$ cat src/rtl/calc_pkg.sv
// Shared calculator definitions: datapath width and divider FSM states.
package calc_pkg;

    localparam int unsigned CALC_WIDTH = 16;

    typedef enum logic [1:0] {
        IDLE,
        DIVIDE,
        DONE
    } div_state_t;

endpackage

$ cat src/rtl/sequential_divider_16_div_step.sv
// One restoring-division iteration: shift the next dividend bit into R and
// subtract the divisor when it fits.
import calc_pkg::*;

module div_step #(
    parameter int unsigned WIDTH = CALC_WIDTH
) (
    input  logic [WIDTH:0]   rem_i,
    input  logic [WIDTH-1:0] quo_i,
    input  logic [WIDTH-1:0] dvs_i,
    output logic [WIDTH:0]   rem_o,
    output logic [WIDTH-1:0] quo_o
);

    logic [WIDTH:0] rs;
    logic [WIDTH:0] diff;
    logic           ge;

    always_comb begin
        rs    = {rem_i[WIDTH-1:0], quo_i[WIDTH-1]};
        diff  = rs - {1'b0, dvs_i};
        // R stays below D, so the top bit is always clear; folding it in keeps the compare exact
        ge    = rem_i[WIDTH] | (rs >= {1'b0, dvs_i});
        rem_o = ge ? diff : rs;
        quo_o = {quo_i[WIDTH-2:0], ge};
    end

endmodule

$ cat src/rtl/sequential_divider_16.sv
// Multi-cycle unsigned restoring divider with start/busy/done handshake;
// one quotient bit per clock, divide-by-zero resolved in a single cycle.
import calc_pkg::*;

module sequential_divider_16 #(
    parameter int unsigned      WIDTH   = CALC_WIDTH,
    parameter logic [WIDTH-1:0] DZ_QUOT = '1
) (
    input  logic             clk,
    input  logic             reset,
    input  logic             start,
    input  logic [WIDTH-1:0] Dividend_in,
    input  logic [WIDTH-1:0] Divisor_in,
    output logic [WIDTH-1:0] Quotient_out,
    output logic [WIDTH-1:0] Remainder_out,
    output logic             busy,
    output logic             done,
    output logic             div_by_zero
);

    localparam int unsigned CW = $clog2(WIDTH) + 1;

    div_state_t       state_q, state_d;
    logic [WIDTH:0]   rem_q, rem_d;
    logic [WIDTH-1:0] quo_q, quo_d;
    logic [WIDTH-1:0] dvs_q, dvs_d;
    logic [CW-1:0]    cnt_q, cnt_d;
    logic [WIDTH-1:0] qout_q, qout_d;
    logic [WIDTH-1:0] rout_q, rout_d;
    logic             dz_q, dz_d;
    logic             done_q, done_d;

    logic             accept;
    logic [WIDTH:0]   step_rem;
    logic [WIDTH-1:0] step_quo;

    div_step #(.WIDTH(WIDTH)) u_step (
        .rem_i (rem_q),
        .quo_i (quo_q),
        .dvs_i (dvs_q),
        .rem_o (step_rem),
        .quo_o (step_quo)
    );

    always_ff @(posedge clk or posedge reset) begin
        if (reset) begin
            state_q <= IDLE;
            rem_q   <= '0;
            quo_q   <= '0;
            dvs_q   <= '0;
            cnt_q   <= '0;
            qout_q  <= '0;
            rout_q  <= '0;
            dz_q    <= 1'b0;
            done_q  <= 1'b0;
        end else begin
            state_q <= state_d;
            rem_q   <= rem_d;
            quo_q   <= quo_d;
            dvs_q   <= dvs_d;
            cnt_q   <= cnt_d;
            qout_q  <= qout_d;
            rout_q  <= rout_d;
            dz_q    <= dz_d;
            done_q  <= done_d;
        end
    end

    // DONE without done_q set is the pending divide-by-zero cycle; it is still busy
    always_comb begin
        accept  = start && ((state_q == IDLE) || ((state_q == DONE) && done_q));
        state_d = state_q;
        case (state_q)
            IDLE:    if (accept) state_d = (Divisor_in != '0) ? DIVIDE : DONE;
            DIVIDE:  if (cnt_q == CW'(1)) state_d = DONE;
            DONE: begin
                if (!done_q)     state_d = DONE;
                else if (accept) state_d = (Divisor_in != '0) ? DIVIDE : DONE;
                else             state_d = IDLE;
            end
            default: state_d = IDLE;
        endcase
    end

    always_comb begin
        rem_d  = rem_q;
        quo_d  = quo_q;
        dvs_d  = dvs_q;
        cnt_d  = cnt_q;
        qout_d = qout_q;
        rout_d = rout_q;
        dz_d   = dz_q;
        done_d = 1'b0;
        if (accept) begin
            dvs_d = Divisor_in;
            quo_d = Dividend_in;
            rem_d = '0;
            cnt_d = CW'(WIDTH);
        end else if (state_q == DIVIDE) begin
            rem_d = step_rem;
            quo_d = step_quo;
            cnt_d = cnt_q - CW'(1);
            if (cnt_q == CW'(1)) begin
                qout_d = step_quo;
                rout_d = step_rem[WIDTH-1:0];
                dz_d   = 1'b0;
                done_d = 1'b1;
            end
        end else if ((state_q == DONE) && !done_q) begin
            qout_d = DZ_QUOT;
            rout_d = quo_q;
            dz_d   = 1'b1;
            done_d = 1'b1;
        end
    end

    always_comb begin
        Quotient_out  = qout_q;
        Remainder_out = rout_q;
        div_by_zero   = dz_q;
        done          = done_q;
        busy          = (state_q == DIVIDE) || ((state_q == DONE) && !done_q);
    end

endmodule

$ cat config.mk
export PLATFORM = sky130hd
export DESIGN_NAME = sequential_divider_16
export DESIGN_NICKNAME = d
export VERILOG_FILES = /design/src/rtl/calc_pkg.sv /design/src/rtl/sequential_divider_16_div_step.sv /design/src/rtl/sequential_divider_16.sv
export SDC_FILE = /design/constraint.sdc
export NUM_CORES = 1
export LEC_CHECK = 0
export ABC_AREA = 1
export CAP_MARGIN = 20
export CORE_MARGIN = 2
export CORE_UTILIZATION = 55
export CTS_BUF_LIST = sky130_fd_sc_hd__clkbuf_16
export DETAILED_ROUTE_END_ITERATION = 10
export HOLD_SLACK_MARGIN = 0.02
export PLACE_DENSITY = 0.87
export REMOVE_ABC_BUFFERS = 1
export SLEW_MARGIN = 20
export SYNTH_ARGS = -nofsm -noshare
export SYNTH_HDL_FRONTEND = slang
export SYNTH_SLANG_ARGS = --single-unit
$ cat constraint.sdc
create_clock -name clk -period 5 [get_ports clk]
set_clock_uncertainty 0.2 [all_clocks]
set_input_delay 0.75 -clock clk [delete_from_list [all_inputs] [get_ports clk]]
set_output_delay 0.75 -clock clk [all_outputs]
set_load 0.02 [all_outputs]
==> metrics.md <==
| Metric | Value |
|---|---|
| Status | complete, no violations |
| Core Area | 9200 um2 |
| DRT iter0 DRCs | 472 |
| Inserted Diodes | 0 |
| Num Clock Sinks | 90 |
| Post-Syn Area per Cell | 7.58 um2 |
| Vias in the first global route | 4780 |
| Placed Cells incl. Taps | 843 |
| Final setup TNS | 0 ns |
| Number of max-cap violations | 0 |
| GRT overflow | 0 |
| Startpoint Class | flip-flop |
| Filler Cell Count | 766 |
| Post-route ant nets | 0 |
| RSZ-0062 raised after global routing | no |
| R2r setup slk | 1.87 ns |
| Yosys top cell by area | dfrtp_1 |
| Max transition margin | 0.452 |
| Worst Setup End Kind | primary output |
| Final worst path period share | 0.643 |
| Tot GR Track Use | 0.279 |
| DRC Markers | 0 |
| Footprint of the multi-input gates | 2470 um2 |
| Crit path max fanout | 45 |
| Layout Nets | 797 |
| Wirelength per Cell | 15.8 um |
| Routed vias | 4892 |
| FFs w/ async S/R, synth | 1.00 |
| Share of cells above drive strength 1 | 0.0736 |
| Hold Vio Cnt, Final | 0 |
| FF+latch area | 2250 um2 |
| Die area | 10300 um2 |
| Required @ worst endpoint | 4.05 ns |
| Largest net degree at the start of global routing | 64 |
| Synth Warn # | 0 |
| Tmin final | 3.21 ns |
| Layout Cells excl Fill | 858 |
| Post-synthesis cell area | 5200 um2 |
| Max Buffers Root-to-Sink | 2 |
| First-pass GRT wire length | 22600 um |
| DRT Pass-1 Iters | 5 |
| Worst Max-Slew Pin Slew | 0.819 ns |
| Post-synth EDFFs | 0 |
| Clk slew on worst S/H paths | 0.06 ns |
| Boundary Pins | 70 |
| Vias per cell | 5.70 |
| Antenna violations before repair | 0 |
| Routability cong. | 0.925 |
| Sequential-to-total area share from yosys stat | 0.433 |
| Post CTS Setup Buffer Count | 0 |
| Synth Register Bits | 90 |
| Synth cell count leaders | nand2_1, dfrtp_1, inv_1 |
| Die width | 101 um |
| Routed WL | 13600 um |
| Row count | 35 |
| CP Class | reg2out |
| Yosys cell types | 41 |
| Hold WC Path Type | reg2reg |
| PortBufs | 69 |
| Inserted Clock Buffers | 9 |
| Synth area leaders | dfrtp_1, nand2_1, inv_1 |
| Max Fclk | 311 MHz |
| Count leader, synth | nand2_1 |
| Die height | 101 um |
| CP arrival | 2.26 ns |
| # setup viols final | 0 |
| Clk Tree Root Cell | clkbuf_16 |
| Mapped Cells | 687 |
| Post_cts resized | 0 |
| H-Tree Depth | 3 |
| Ys flop type | dfrtp_1 |
| Fin. max-slew vios | 0 |
| Clock Latency Late Sink | 0.34 ns |
| Starting Density | 0.566 |
| CTS tree | yes |
| Synth top area share | 0.433 |
| Post-DP HPWL | 9300 um |
| CTS Hold Buffers Added | 0 |
| Area delta synth->final | 19.9% |
## cells in the final DEF, fill, tap and decap left out, drive strengths merged, types with 5 or more instances in the layout
master         instances
ha                    18
xor2                   7
nand4                 17
clkbuf                 9
clkdlybuf4s50         69
o21ai                 53
or2                   16
nand2                185
dfrtp                 90
nor3                   5
o31ai                  6
nand3                 64
nor2                  62
a21oi                 30
inv                   95
## worst paths after layout
path,from,to,depth (start not counted)
setup / recovery,state_q[1],busy,4
min in group asynchronous,reset,Quotient_out[8],2
setup reg to reg,state_q[1],Remainder_out[15],8
hold / removal,div_by_zero,div_by_zero,2
hold reg to reg,div_by_zero,div_by_zero,2
max in group asynchronous,reset,Quotient_out[14],3
## critical path, cell delays in order (launching register included)
cell             delay [ns]
dfrtp_1                0.51
nor2_4                 0.08
inv_2                  0.54
nand2_1                0.20
clkdlybuf4s50_1        0.59
## cell type report
class	count	area share
inverter	93	0.0563
timing repair buffer	72	0.114
tap	111	0.0223
multi-input combinational	477	0.396
clock buffer	9	0.0361
sequential	90	0.361
clock inverter	6	0.0144
## sequential cells by signal, indices dropped and copies added (netlist names)
signal / flops
rem_q: 17
Quotient_out: 16
Remainder_out: 16
dvs_q: 16
quo_q: 16
cnt_q: 5
state_q: 2
div_by_zero: 1
done: 1
## logic make-up (layout without fill, tap and decap cells)
group,count (synthesis),after routing,synth area share
DFF,90,90,0.433
buffers and inverters,120,180,0.0950
and+or+nand+nor,353,353,0.310
adders and majority gates,19,19,0.0471
xor gates and xnor gates,7,7,0.0118
AOI/OAI and AO/OA,98,98,0.103
## stage by stage
stage	hold WS (ns)	utilization	worst slack [ns]	area (um2)
after floorplan	0.239	-	0.962	5060
after global placement	0.255	0.644	1.85	5920
after detailed placement	0.275	0.644	1.77	5920
after CTS	0.292	0.679	1.80	6240
after global routing	0.323	0.679	1.61	6240
final	0.290	0.679	1.79	6240
## routing by layer
layer	global-route usage	share of wire	wire, um	up-vias
met5	0	0	0	-
met4	0.101	0.022	302	0
met3	0.0386	0.070	949	27
met2	0.448	0.48	6480	211
met1	0.390	0.43	5860	2335
li1	-	-	-	2319
Power is left out: the tool's default activity adds up to more than one toggle a clock period on the data nets, which glitch-free logic cannot reach.
